<file path="config.mk">
export PLATFORM = sky130hd
export DESIGN_NAME = fu_cfg_loader_flat
export DESIGN_NICKNAME = d
export VERILOG_FILES = /design/src/rtl/fu_cfg_pkg.sv /design/src/rtl/fu_cfg_loader_if.sv /design/src/rtl/fu_cfg_unpack.sv /design/src/rtl/fu_cfg_loader.sv /design/src/flat_wrapper.sv
export SDC_FILE = /design/constraint.sdc
export NUM_CORES = 1
export LEC_CHECK = 0
export CORE_MARGIN = 2
export CORE_UTILIZATION = 61
export DETAILED_ROUTE_END_ITERATION = 16
export GPL_TIMING_DRIVEN = 0
export PLACE_DENSITY = 0.82
export SLEW_MARGIN = 10
export SYNTH_ARGS = -nofsm -noshare
export SYNTH_HDL_FRONTEND = slang
export SYNTH_HIERARCHICAL = 1
export SYNTH_SLANG_ARGS = --single-unit
</file>
<file path="constraint.sdc">
create_clock -name clk -period 5.5 [get_ports clk]
set_clock_uncertainty 0.1 [all_clocks]
set_input_delay 1.1 -clock clk [delete_from_list [all_inputs] [get_ports clk]]
set_output_delay 1.1 -clock clk [all_outputs]
set_load 0.01 [all_outputs]
</file>
<file path="src/rtl/fu_cfg_pkg.sv">
// Shared definitions for the FU configuration loader: header layout,
// packet FSM states and field-packing helpers.
package fu_cfg_pkg;

  localparam logic [7:0] CFG_MAGIC     = 8'hC5;
  localparam int         HDR_MAGIC_LSB = 24;
  localparam int         HDR_COUNT_LSB = 8;
  localparam int         HDR_START_LSB = 0;

  typedef enum logic [1:0] {
    IDLE   = 2'd0,
    DATA   = 2'd1,
    COMMIT = 2'd2
  } cfg_state_e;

  function automatic int fields_per_word(input int cfg_w);
    return 32 / cfg_w;
  endfunction

  localparam int FIELDS_PER_WORD = fields_per_word(2);

endpackage

</file>
<file path="src/rtl/fu_cfg_loader_if.sv">
// Valid/ready configuration word stream feeding the loader.
interface fu_cfg_loader_if #(
  parameter int SIZE = 32
);
  logic [SIZE-1:0] in_data;
  logic            in_valid;
  logic            in_ready;

  modport master (output in_data, output in_valid, input  in_ready);
  modport slave  (input  in_data, input  in_valid, output in_ready);
endinterface

</file>
<file path="src/rtl/fu_cfg_unpack.sv">
// Maps one data word onto per-cell write enables/data, starting at the
// current field pointer and limited by the fields still owed by the packet.
module fu_cfg_unpack
  import fu_cfg_pkg::*;
#(
  parameter int SIZE      = 32,
  parameter int NUM_CELLS = 16,
  parameter int CFG_W     = 2
) (
  input  logic [SIZE-1:0]            word,
  input  logic [7:0]                 ptr,
  input  logic [7:0]                 rem,
  output logic [NUM_CELLS-1:0]       wr_en,
  output logic [NUM_CELLS*CFG_W-1:0] wr_data
);

  localparam int FPW = fields_per_word(CFG_W);

  logic [8:0]      off;
  logic [8:0]      lim;
  logic [SIZE-1:0] field_word;

  always_comb begin
    wr_en      = '0;
    wr_data    = '0;
    off        = '0;
    field_word = '0;
    lim        = ({1'b0, rem} < 9'(FPW)) ? {1'b0, rem} : 9'(FPW);
    // Cell i takes field (i - ptr) when that field lies inside this word and the packet
    for (int i = 0; i < NUM_CELLS; i++) begin
      off        = 9'(i) - {1'b0, ptr};
      field_word = word >> (32'(off) * 32'(CFG_W));
      if ((9'(i) >= {1'b0, ptr}) && (off < lim)) begin
        wr_en[i]                   = 1'b1;
        wr_data[i*CFG_W +: CFG_W]  = field_word[CFG_W-1:0];
      end
    end
  end

endmodule

</file>
<file path="src/rtl/fu_cfg_loader.sv">
// Configuration loader: header + data words fill a shadow store that is
// committed to config_sig in one cycle, so cells never see partial updates.
module fu_cfg_loader
  import fu_cfg_pkg::*;
#(
  parameter int SIZE      = 32,
  parameter int NUM_CELLS = 16,
  parameter int CFG_W     = 2
) (
  input  logic                       clk,
  input  logic                       rst_n,
  fu_cfg_loader_if.slave             in_if,
  output logic [NUM_CELLS*CFG_W-1:0] config_sig,
  output logic                       cfg_done,
  output logic                       cfg_err,
  output logic                       busy
);

  localparam int FPW = fields_per_word(CFG_W);
  localparam int W   = NUM_CELLS * CFG_W;

  cfg_state_e state, state_nxt;
  logic [7:0] ptr, ptr_nxt;
  logic [7:0] rem, rem_nxt;
  logic [W-1:0] shadow, shadow_nxt;
  logic in_ready_q;
  logic err_set, err_p0;
  logic data_we;
  logic xfer;

  logic [7:0] hdr_magic, hdr_count, hdr_start;
  logic [8:0] hdr_end;
  logic       hdr_ok;

  logic [NUM_CELLS-1:0] wr_en;
  logic [W-1:0]         wr_data;

  assign in_if.in_ready = in_ready_q;
  assign xfer           = in_if.in_valid && in_ready_q;

  assign hdr_magic = in_if.in_data[HDR_MAGIC_LSB +: 8];
  assign hdr_count = in_if.in_data[HDR_COUNT_LSB +: 8];
  assign hdr_start = in_if.in_data[HDR_START_LSB +: 8];
  // Nine-bit sum so start+count cannot wrap past the cell range
  assign hdr_end   = {1'b0, hdr_start} + {1'b0, hdr_count};
  assign hdr_ok    = (hdr_magic == CFG_MAGIC) && (hdr_count != 8'd0) &&
                     (hdr_end <= 9'(NUM_CELLS));

  fu_cfg_unpack #(
    .SIZE      (SIZE),
    .NUM_CELLS (NUM_CELLS),
    .CFG_W     (CFG_W)
  ) u_unpack (
    .word    (in_if.in_data),
    .ptr     (ptr),
    .rem     (rem),
    .wr_en   (wr_en),
    .wr_data (wr_data)
  );

  always_comb begin
    state_nxt = state;
    ptr_nxt   = ptr;
    rem_nxt   = rem;
    err_set   = 1'b0;
    data_we   = 1'b0;
    case (state)
      IDLE: begin
        if (xfer) begin
          if (hdr_ok) begin
            state_nxt = DATA;
            ptr_nxt   = hdr_start;
            rem_nxt   = hdr_count;
          end else begin
            err_set = 1'b1;
          end
        end
      end
      DATA: begin
        if (xfer) begin
          data_we = 1'b1;
          if ({1'b0, rem} <= 9'(FPW)) begin
            rem_nxt   = 8'd0;
            state_nxt = COMMIT;
          end else begin
            rem_nxt = rem - 8'(FPW);
            ptr_nxt = ptr + 8'(FPW);
          end
        end
      end
      COMMIT:  state_nxt = IDLE;
      default: state_nxt = IDLE;
    endcase
  end

  always_comb begin
    shadow_nxt = shadow;
    if (data_we) begin
      for (int i = 0; i < NUM_CELLS; i++) begin
        if (wr_en[i]) shadow_nxt[i*CFG_W +: CFG_W] = wr_data[i*CFG_W +: CFG_W];
      end
    end
  end

  // Stage boundary: FSM, shadow store and all registered outputs
  always_ff @(posedge clk or negedge rst_n) begin
    if (!rst_n) begin
      state      <= IDLE;
      ptr        <= '0;
      rem        <= '0;
      shadow     <= '0;
      config_sig <= '0;
      in_ready_q <= 1'b1;
      busy       <= 1'b0;
      cfg_done   <= 1'b0;
      err_p0     <= 1'b0;
      cfg_err    <= 1'b0;
    end else begin
      state      <= state_nxt;
      ptr        <= ptr_nxt;
      rem        <= rem_nxt;
      shadow     <= shadow_nxt;
      in_ready_q <= (state_nxt != COMMIT);
      busy       <= (state_nxt != IDLE);
      cfg_done   <= (state == COMMIT);
      if (state == COMMIT) config_sig <= shadow;
      err_p0     <= err_set;
      cfg_err    <= err_p0;
    end
  end

endmodule
</file>
<file path="src/flat_wrapper.sv">
// flat-port wrapper written by rule: the top's interface ports become plain ports
module fu_cfg_loader_flat import fu_cfg_pkg::*;
#(
  parameter int SIZE      = 32,
  parameter int NUM_CELLS = 16,
  parameter int CFG_W     = 2
)
  (clk, rst_n, config_sig, cfg_done, cfg_err, busy, in_if_in_data, in_if_in_valid, in_if_in_ready);
  fu_cfg_loader_if #(.SIZE(SIZE)) in_if_i ();
  input  logic clk;
  input  logic rst_n;
  output logic [NUM_CELLS*CFG_W-1:0] config_sig;
  output logic cfg_done;
  output logic cfg_err;
  output logic busy;
  input wire logic [$bits(in_if_i.in_data)-1:0] in_if_in_data;
  input wire logic [$bits(in_if_i.in_valid)-1:0] in_if_in_valid;
  output wire logic [$bits(in_if_i.in_ready)-1:0] in_if_in_ready;
  assign in_if_i.in_data = in_if_in_data;
  assign in_if_i.in_valid = in_if_in_valid;
  assign in_if_in_ready = in_if_i.in_ready;
  fu_cfg_loader #(.SIZE(SIZE), .NUM_CELLS(NUM_CELLS), .CFG_W(CFG_W)) u_core (.clk(clk), .rst_n(rst_n), .in_if(in_if_i), .config_sig(config_sig), .cfg_done(cfg_done), .cfg_err(cfg_err), .busy(busy));
endmodule
</file>
# ---- Word-level counts from Yosys, hierarchy flattened
# Cells that the tools add are included.
dict set report classes {
  magnitude_cmp 35
  shift 16
  mux 53
  add_sub_neg 19
  eq_ne 8
  reduce_logical 41
}
# cell count
set ops {}
lappend ops {{$shr 32x10->2} 16}
lappend ops {{$lt 9x8->1} 16}
lappend ops {{$mux 8} 9}
lappend ops {{$sub 4x8->9 const A} 8}
lappend ops {{$ge 4x8->1 const A} 8}
lappend ops {{$mux 2} 20}
lappend ops {{$sub 3x8->9 const A} 4}
lappend ops {{$ge 3x8->1 const A} 4}
lappend ops {{$pmux 8 s2} 2}
lappend ops {{$reduce_and 2->1} 16}
lappend ops {{$mux 1} 21}
lappend ops {{$logic_and 1x1->1} 19}
lappend ops {{$sub 1x8->9 const A} 2}
lappend ops {{$sub 2x8->9 const A} 2}
lappend ops {{$ge 1x8->1 const A} 2}
lappend ops {{$ge 2x8->1 const A} 2}
lappend ops {{$add 8x8->9} 1}
lappend ops {{$le 9x5->1 const B} 1}
lappend ops {{$add 8x5->8 const B} 1}
lappend ops {{$eq 8x8->1 const B} 1}
lappend ops {{$le 8x5->1 const B} 1}
lappend ops {{$lt 8x5->1 const B} 1}
lappend ops {{$reduce_bool 8->1} 1}
lappend ops {{$sub 8x5->8 const B} 1}
lappend ops {{other kinds (9)} 13}
dict set report totals {
  regBits 87
  output_inout_bits 36
  in_bits 35
}

# ---- Depth between registers and ports, before layout
# Gate-level depths: netlist of the first run.
dict set report logic_depth {
  depth_word 7
  depth_mapped 17
  ltp_nobuf 15
}

# ---- Cells and area by module
# Netlist of the first run, hierarchy kept.
# mod cells_per_inst instances area_per_inst_um2
set by_module_without_submodules {}
lappend by_module_without_submodules {fu_cfg_unpack 725 1 6023.3}
lappend by_module_without_submodules {fu_cfg_loader 300 1 3911.3}

# ---- Worst setup path after synthesis of the first run
# Ideal clock, no wire load.
dict set report synth_timing {
  kind {register -> register}
  from {register u_core.ptr[2]}
  to {register u_core.shadow[4]}
  period_less_slack_ns 4.012
  setup_ns 0.125
  slack_ns 1.488
  n_path_buf 3
  stages_incl_launch_ff 16
  arrival_time_ns 3.788
  path_cell_list {dfrtp_1 buf_2 buf_1 inv_1 ha_1 clkbuf_1 o21ai_0 xnor2_1 inv_1 ha_1 nand4b_1 or3_1 or4b_4 o2111ai_1 nor3_1 mux2_2}
}
dict set report synth_via {
  elab_cells_between_ends 8
}
# item line_no
set synth_lines {}
lappend synth_lines {{start, declared} fu_cfg_loader.sv:23} ;# logic [7:0] ptr, ptr_nxt;
lappend synth_lines {{start signal, assigned} fu_cfg_loader.sv:120} ;# ptr <= ptr_nxt;
lappend synth_lines {{$sub 2x8->9} fu_cfg_unpack.sv:31} ;# off = 9'(i) - {1'b0, ptr};
lappend synth_lines {{$lt 9x8->1} fu_cfg_unpack.sv:33} ;# if ((9'(i) >= {1'b0, ptr}) && (off < lim)) begin
lappend synth_lines {{$logic_and 1x1->1} fu_cfg_unpack.sv:33}
lappend synth_lines {{$mux 2 *} fu_cfg_unpack.sv:33}
lappend synth_lines {{named net u_core.wr_data[4]} fu_cfg_loader.sv:36} ;# logic [W-1:0] wr_data;
lappend synth_lines {{end signal, assigned} fu_cfg_loader.sv:122} ;# shadow <= shadow_nxt;
lappend synth_lines {{end, declared} fu_cfg_loader.sv:25} ;# logic [W-1:0] shadow, shadow_nxt;
# Mark *: on every way through the listed nets, which the timed path passes. The rest lies on a longest branch.
# A chain may end at the register's enable or synchronous reset.

# ---- Worst setup path after layout of the first run
dict set report layout_timing {
  from {register u_core.ptr[4]}
  to {register u_core.shadow[4]}
}
# The elaborated chain is that of the path after synthesis.

==> impl_metrics.tcl, run 1 <==
set metrics [dict create \
    slew_headroom_pct 27.36 \
    die_h_um 131.6 \
    crit_path_end_kind "flop" \
    cts-root-buf "clkbuf_16" \
    fin_tns_setup_ps 0 \
    ctsLongestPathBuffers 2 \
    io_buffer_count 70 \
    fillers 1255 \
    dieWidth_um 131.6 \
    maxCapViolCount 0 \
    use_met3_pct 9.221 \
    drv_slew 0 \
    drt_wl_total_um 31870 \
    dr.pass1.iters 8 \
    async_flop_share_pct 100.0 \
    holdCritPathClass "reg2reg" \
    initialDrtViolationCount 1268 \
    grt_use_met1_pct 45.61 \
    netlist_area_um2 9935 \
    vias 9323 \
    hold_viol_final 0 \
    grt_overflow_total 0 \
    synth_seq_cells 87 \
    vdd_ir_drop_max_v 0.0001481 \
    finalNetCount 1303 \
    area_growth_pct 14.63 \
    ios 71 \
    ys_seq_area_share_pct 21.93 \
    cts_buffers 9 \
    antenna_found_initial 0 \
    cp.arrival_ps 5480 \
    synthTopCellsByArea "dfrtp_1 (22%), ha_1 (14%), mux4_2 (9.5%)" \
    ant_nets 0 \
    hold_slack_ps 269.7 \
    p_leak_nw 5.287 \
    avgViaCountPerCell 6.785 \
    rsz0062_at_grt "false" \
    synth.avg_cell_area_um2 9.692 \
    die_area_um2 17320 \
    rows 46 \
    cp_max_fo 10 \
    layout_common_cells "ha_1 (114), nand2_1 (98), dfrtp_1 (86)" \
    worst_slew_pin_slew_ps 1087 \
    netlist_instances 1025 \
    clock_latency_ps 340 \
    hold_buffers 0 \
    synth_edf_count 0 \
    h-tree-depth 3 \
    required_ps 5630 \
    clock_sinks 87 \
    synth_top_flop_cell "dfrtp_1" \
    synth_area_leader_cell "dfrtp_1" \
    grt_pass1_wl_um 50110 \
    synth_cell_types 94 \
    clkTransAtPathRegs_ps 60 \
    fmax_mhz 187.0 \
    dpl.cell_count 1359 \
    status "completed" \
    power_density_nw_per_um2 217.6 \
    grt_max_degree 65 \
    wl_per_cell_um 23.20 \
    initial_utilization_pct 62.54 \
    antenna_cells 0 \
    grt_pass1_vias 9237 \
    dpl.hpwl_um 24810 \
    worst_setup_path_start_kind "flop" \
    place.gp.congestion 1.074 \
    cts_tree "done" \
    use_met2_pct 59.10 \
    grt.total_usage_pct 37.13 \
    drive_gt1_share_pct 17.01 \
    grt-busiest-layer "met2" \
    worstSetupPathType "reg2reg" \
    design.core.area_um2 15890 \
    fin_cells 1374 \
    setup_viol 0 \
    period_minus_slack_ps 5348 \
    drc 0 \
    fin_crit_sh_pct 97.24 \
    ys_warn_count 6 \
    layout_commonest_cell "ha_1" \
    synth_top_area_share_pct 21.66 \
]
==> timing repair <==
item                                    in CTS  in global routing
gates resized for setup                      0                  1
endpoints found under the setup margin       0                  4
buffers inserted                             0                  0
==> worst paths after layout <==
| path | to | startpoint | cells past startpoint | slack [ps] |
|---|---|---|---|---|
| worst max-delay path | u_core/shadow[4] | u_core/ptr[4] | 15 | 150 |
| worst min-delay path | u_core/cfg_err | u_core/err_p0 | 0 | 270 |
| worst max register to register | u_core/shadow[4] | u_core/ptr[4] | 15 | 150 |
| worst min register to register | u_core/cfg_err | u_core/err_p0 | 0 | 270 |
| max in group asynchronous | u_core/in_if.in_ready | rst_n | 2 | 4080 |
| min in group asynchronous | u_core/config_sig[25] | rst_n | 1 | 550 |
==> per-stage QoR <==
stage	worst slack, ps	area, um2	util (%)	total power, mW
4_1_cts	215.3	11390	71.71	2.434
5_1_grt	75.79	11390	71.69	2.588
2_1_floorplan	1488	10110	-	1.470
6_report	151.6	11390	71.69	2.478
3_5_place_dp	249.4	11110	69.92	1.846
3_3_place_gp	157.7	11080	69.76	1.821
==> synthesized netlist by cell type, types with 28 or more instances <==
cell	instances
inv_1	31
nand3_1	28
mux2i_1	33
nor2_1	54
nand2_1	98
mux2_2	78
dfrtp_1	86
nor3_1	30
a21oi_1	46
xnor2_1	64
ha_1	114
mux4_2	42
==> routing by layer <==
layer | wire, um | vias to the layer above
met2 | 14490 | 664
met4 | 2198 | 0
met1 | 11580 | 4426
li1 | - | 4051
met3 | 3600 | 182
met5 | 0 | -
==> cells by family (layout without fill, tap and decap cells) <==
logic type / after synthesis / after routing / synth area share, %
DFF: 87 / 87 / 21.93
buffers and inverters: 84 / 170 / 3.980
xor gates and xnor gates: 74 / 74 / 6.600
other: 1 / 48 / 0.03775
AOI/OAI and AO/OA: 181 / 181 / 13.06
muxes: 153 / 153 / 21.69
adders and majority gates: 115 / 115 / 14.56
and+or+nand+nor: 330 / 330 / 18.15
==> layout make-up <==
type / count / area (um2) / area share [%]
multi-input combinational: 901 / 7537 / 66.18
buffer: 49 / 265.3 / 2.329
clock buffer: 9 / 225.2 / 1.978
timing repair buffer: 71 / 725.7 / 6.372
clock inverter: 7 / 58.81 / 0.5164
sequential: 87 / 2178 / 19.13
tap: 216 / 270.3 / 2.373
inverter: 34 / 127.6 / 1.121
==> registers in the layout, indices dropped and copies added, names as in the netlist <==
register / count
u_core/cfg_done: 1
u_core/busy: 1
u_core/err_p0: 1
u_core/cfg_err: 1
u_core/config_sig: 32
u_core/ptr: 8
u_core/rem: 8
u_core/in_if.in_ready: 1
u_core/shadow: 32
u_core/state: 2
==> power by group <==
group          leakage, nW  internal [mW]  switching (mW)
clock                0.139          0.315           0.269
sequential            1.19          0.659          0.0201
combinational         3.96          0.487           0.728
==> critical path, cell delays in order, from the launching register on <==
cell and delay (ps):
dfrtp_1 500, clkbuf_1 270, clkinv_1 300, ha_1 280
buf_2 240, nor3b_1 900, o21ai_0 280, xnor2_1 290
inv_1 80, ha_1 270, nand2_1 50, or3_1 390
or4b_4 540, o2111ai_1 340, nor3_1 130, mux2_2 280
Power figures use the tool's default switching activity.
==> run 2: changes to the inputs <==
--- a/config.mk
+++ b/config.mk
@@ -6,10 +6,10 @@
 export NUM_CORES = 1
 export LEC_CHECK = 0
 export CORE_MARGIN = 2
-export CORE_UTILIZATION = 61
+export CORE_UTILIZATION = 55
 export DETAILED_ROUTE_END_ITERATION = 16
 export GPL_TIMING_DRIVEN = 0
-export PLACE_DENSITY = 0.82
+export PLACE_DENSITY = 0.75
 export SLEW_MARGIN = 10
 export SYNTH_ARGS = -nofsm -noshare
 export SYNTH_HDL_FRONTEND = slang
==> run 2 against run 1 <==
  * Routed wire length increased by 1.2%
  * Sequential power barely moved
  * Clock-buffer cell count unchanged
  * Die area rose by 11%
  * Critical path type unchanged
  * Critical endpoint unchanged
==> impl_metrics.tcl, run 2 (synthesis gave the netlist of run 1 again) <==
set metrics [dict create \
    ant_nets 0 \
    path_cells "clkbuf_1 -> clkinv_1 -> ha_1 -> buf_2 -> nor3b_1 -> o21ai_0 -> xnor2_1 -> inv_1 -> ha_1 -> nand2_1 -> or3_1 -> or4b_4 -> o2111ai_1 -> nor3_1 -> mux2_2" \
    fin_ws_ps 212.3 \
    hold_buffers 0 \
    ctsLongestPathBuffers 2 \
    worst_setup_path_start_kind "flop" \
    place.gp.congestion 1.109 \
    crit_start "u_core/ptr[4]" \
    ctsResizeCount 0 \
    r2r_start "u_core/ptr[4]" \
    die_h_um 138.4 \
    antenna_cells 0 \
    required_ps 5640 \
    grt_pass1_vias 9083 \
    status "completed" \
    worst_slew_pin_slew_ps 1043 \
    finalNetCount 1304 \
    hold_path.startpoint "u_core/err_p0" \
    area_growth_pct 15.01 \
    antenna_found_initial 0 \
    p_seq_share_pct 27.1 \
    critical_path_buf_inv_count 4 \
    setup_viol 0 \
    die_area_um2 19150 \
    drc 0 \
    drive_gt1_share_pct 17.08 \
    reg_top3 "u_core/config_sig: 32 flops, u_core/shadow: 32 flops" \
    power.switching_mw 1.035 \
    grt.total_usage_pct 33.68 \
    p_int_mw 1.465 \
    avgViaCountPerCell 6.622 \
    rsz0062_at_grt "false" \
    initial_utilization_pct 55.68 \
    crit_path_end_kind "flop" \
    dpl.hpwl_um 24960 \
    grt_max_degree 62 \
    holdCritPathClass "reg2reg" \
    h-tree-depth 3 \
    clock_latency_ps 350 \
    slowest_delay_ps 840 \
    post_cts_buffers 0 \
    p_leak_nw 5.297 \
    fin_crit_sh_pct 96.14 \
    fin_tns_setup_ps 0 \
    period_minus_slack_ps 5288 \
    layout_common_cells "ha_1 (114), nand2_1 (98), dfrtp_1 (86)" \
    initialDrtViolationCount 1186 \
    clock_sinks 87 \
    clkTransAtPathRegs_ps 70 \
    dieWidth_um 138.4 \
    power_density_nw_per_um2 218.8 \
    cts_tree "done" \
    worstSetupPathType "reg2reg" \
    path_common_cell "ha_1" \
    io_buffer_count 70 \
    vdd_ir_drop_max_v 0.0001795 \
    p_sw_share_pct 41.40 \
    cp_max_fo 10 \
    hold_viol_final 0 \
    vias 9191 \
    p_comb_share_pct 48.2 \
    crit_family "simple AND/OR/NAND/NOR gates" \
    slew_headroom_pct 30.19 \
    drt_wl_total_um 32270 \
    cts_buffers 9 \
    final_util_pct 64.04 \
    critPathSlowestCell "nor3b_1" \
    drv_slew 0 \
    dpl_worst_slack_ps 56.99 \
    layout_commonest_cell "ha_1" \
    dr.pass1.iters 7 \
    grt_overflow_total 0 \
    wl_per_cell_um 23.25 \
    fillers 1482 \
    grt_pass1_wl_um 50450 \
    maxCapViolCount 0 \
    design.core.area_um2 17840 \
    cts-root-buf "clkbuf_16" \
    clkPwrFrac_pct 24.6 \
    rows 49 \
    cp.arrival_ps 5430 \
    fmax_mhz 189.1 \
    ios 71 \
]
[run 2: cell types whose count changed in the layout (fill, tap and decap cells not counted)]
cell and change:
clkinv_2 -1, inv_8 +2, clkinv_8 +1, clkinv_4 +2, clkbuf_2 +1, inv_6 -4
[run 2: metal layers]
metal / vias up / wire (um) / global-route usage (%)
li1: 4068 / - / -
met1: 4393 / 12790 / 44.18
met2: 603 / 14760 / 54.17
met3: 127 / 3019 / 6.027
met4: 0 / 1707 / 16.17
met5: - / 0 / 0
[run 2: final timing paths]
check / end / slack [ps] / cells past startpoint
worst min-delay path: u_core/cfg_err / 260 / 0
worst max-delay path: u_core/shadow[4] / 210 / 15
worst max register to register: u_core/shadow[4] / 210 / 15
max in group asynchronous: u_core/in_if.in_ready / 4050 / 2
worst min register to register: u_core/cfg_err / 260 / 0
min in group asynchronous: u_core/config_sig[20] / 560 / 1
[run 2: final cells by class]
cell class,instances,area (um2),share of cell area [%]
Multi-Input combinational cell,901,7537,65.97
Sequential cell,87,2178,19.06
Timing Repair Buffer,71,725.7,6.351
Tap cell,229,286.5,2.508
Buffer,50,270.3,2.365
Clock buffer,9,225.2,1.971
Inverter,34,127.6,1.117
Clock inverter,7,75.07,0.6570
[run 2: per-stage QoR]
step | cell area (um2) | instances | power (mW) | hold WS [ps]
after floorplan | 10110 | 1072 | 1.470 | 231.2
after global placement | 11100 | 1371 | 1.826 | 233.9
after CTS | 11420 | 1388 | 2.471 | 254.2
final | 11430 | 1388 | 2.500 | 255.8
after detailed placement | 11120 | 1372 | 1.848 | 247.7
after global routing | 11430 | 1388 | 2.620 | 259.2
[run 2: power by group through the flow]
stage          clock network (mW)  registers [mW]  logic (mW)
2_1_floorplan                   0           0.684       0.786
3_3_place_gp                    0           0.690        1.14
3_5_place_dp                    0           0.691        1.16
4_1_cts                     0.629           0.678        1.16
5_1_grt                     0.654           0.681        1.29
6_report                    0.616           0.679        1.21
==> run 3: changes to the inputs <==
--- a/config.mk
+++ b/config.mk
@@ -6,10 +6,10 @@
 export NUM_CORES = 1
 export LEC_CHECK = 0
 export CORE_MARGIN = 2
-export CORE_UTILIZATION = 55
+export CORE_UTILIZATION = 60
 export DETAILED_ROUTE_END_ITERATION = 16
 export GPL_TIMING_DRIVEN = 0
-export PLACE_DENSITY = 0.75
+export PLACE_DENSITY = 0.81
 export SLEW_MARGIN = 10
 export SYNTH_ARGS = -nofsm -noshare
 export SYNTH_HDL_FRONTEND = slang
==> run 3 against run 2 <==
  * Final area down 0.20%
  * Clock power is essentially flat
  * First-iteration DRC count decreased by 12%
  * Core utilization up 5.5 points
  * Via count rose by 1.2%
  * Routed wire length is 1.1% higher
  * Sequential power about the same
  * Maximum frequency shrank 0.37%
  * Largest power group unchanged
==> impl_metrics.tcl, run 3 (synthesis gave the netlist of run 1 again) <==
set metrics [dict create \
    status "completed" \
    cp.arrival_ps 5500 \
    p_sw_share_pct 41.37 \
    dieWidth_um 132.7 \
    clock_latency_ps 350 \
    hold_slack_ps 268.4 \
    initial_utilization_pct 60.55 \
    rows 47 \
    die_area_um2 17600 \
    grt_pass1_wl_um 50230 \
    dr.pass1.iters 6 \
    cts_buffers 9 \
    hold_buffers 0 \
    holdCritPathClass "reg2reg" \
    fmax_mhz 188.4 \
    cts-root-buf "clkbuf_16" \
    required_ps 5690 \
    initialDrtViolationCount 1049 \
    fin_tns_setup_ps 0 \
    setup_viol 0 \
    p_total_mw 2.501 \
    p_leak_nw 5.288 \
    dpl.hpwl_um 25390 \
    die_h_um 132.7 \
    ant_nets 0 \
    rsz0062_at_grt "false" \
    clkPwrFrac_pct 24.6 \
    wl_per_cell_um 23.69 \
    grt_max_degree 60 \
    layout_commonest_cell "ha_1" \
    vias 9303 \
    place.gp.congestion 1.058 \
    finalNetCount 1302 \
    crit_path_end_kind "flop" \
    hold_viol_final 0 \
    ctsLongestPathBuffers 2 \
    dpl.cell_count 1363 \
    h-tree-depth 3 \
    fin_crit_sh_pct 96.49 \
    p_seq_share_pct 27.1 \
    worst_slew_pin_slew_ps 1031 \
    period_minus_slack_ps 5307 \
    drv_slew 0 \
    antenna_found_initial 0 \
    grt.total_usage_pct 37.11 \
    fin_cells 1377 \
    ios 71 \
    avgViaCountPerCell 6.756 \
    vdd_ir_drop_max_v 0.0001466 \
    grt_overflow_total 0 \
    clkTransAtPathRegs_ps 70 \
    design.core.area_um2 16410 \
    antenna_cells 0 \
    slew_headroom_pct 30.79 \
    p_comb_share_pct 48.2 \
    dpl-instance-area_um2 11110 \
    cp_max_fo 10 \
    reg_top3 "u_core/config_sig: 32 flops, u_core/shadow: 32 flops" \
    maxCapViolCount 0 \
    clock_sinks 87 \
    power.switching_mw 1.035 \
    drt_wl_total_um 32620 \
    layout_common_cells "ha_1 (114), nand2_1 (98), dfrtp_1 (86)" \
    io_buffer_count 70 \
    grt_pass1_vias 9123 \
    area_growth_pct 14.79 \
    worstSetupPathType "reg2reg" \
    p_int_mw 1.467 \
    design_area_um2 11400 \
    power_density_nw_per_um2 219.4 \
    cts_tree "done" \
    drc 0 \
    drive_gt1_share_pct 16.94 \
    post_cts_buffers 0 \
    worst_setup_path_start_kind "flop" \
]
## run 3: cell types whose count changed in the layout (fill, tap and decap cells not counted), sizes merged
cell	before	now
clkinv	5	3
inv	35	37
clkbuf	30	28
## run 3: routing by layer
| layer | track usage (%) | vias up | wire length, um |
|---|---|---|---|
| met4 | 18.04 | 0 | 1513 |
| met3 | 8.506 | 125 | 3287 |
| met1 | 47.01 | 4520 | 12520 |
| met2 | 60.07 | 596 | 15300 |
| met5 | 0 | - | 0 |
| li1 | - | 4062 | - |
## run 3: path summary, 6_finish.rpt
path                               start               endpoint  slack [ps]  cells past startpoint
min in group asynchronous          rst_n  u_core/config_sig[27]         590                      1
max in group asynchronous          rst_n  u_core/in_if.in_ready        4040                      2
min reg2reg                u_core/err_p0         u_core/cfg_err         270                      0
min                        u_core/err_p0         u_core/cfg_err         270                      0
max reg2reg                u_core/ptr[4]      u_core/shadow[12]         190                     14
max                        u_core/ptr[4]      u_core/shadow[12]         190                     14
## run 3: what timing repair did
item	4_1_cts	5_1_grt
setup endpoints to repair	1	4
pin swaps	0	0
gates resized for setup	0	1
## run 3: power groups by stage
stage | logic, mW | clock network (mW) | registers, mW
2_1_floorplan | 0.786 | 0 | 0.684
3_3_place_gp | 1.13 | 0 | 0.690
3_5_place_dp | 1.15 | 0 | 0.691
4_1_cts | 1.16 | 0.623 | 0.678
5_1_grt | 1.28 | 0.649 | 0.681
6_report | 1.21 | 0.616 | 0.679
## run 3: layout make-up
class / count / area, um2
plain buffers: 48 / 260.3
clock buffers: 9 / 225.2
clock inverters: 7 / 72.57
fillers: 1263 / 5004
inverters: 34 / 127.6
multi-input cells: 901 / 7538
flip-flops and latches: 87 / 2178
well taps: 220 / 275.3
repair buffers: 71 / 725.7
## run 3: metrics by stage
stage	util, %	worst slack, ps
2_1_floorplan	-	1488
3_3_place_gp	67.57	116.0
3_5_place_dp	67.73	11.64
4_1_cts	69.52	227.5
5_1_grt	69.50	121.5
6_report	69.50	192.8
## run 3: critical path, stage by stage (launching register included)
cell	delay, ps
dfrtp_1	510
clkbuf_1	290
clkinv_1	290
ha_1	470
clkbuf_1	580
clkbuf_1	550
o21ai_0	220
xnor2_1	200
ha_1	270
a21oi_1	150
o22ai_1	90
or4_1	500
a2111oi_1	580
nor2b_1	270
mux2_2	170
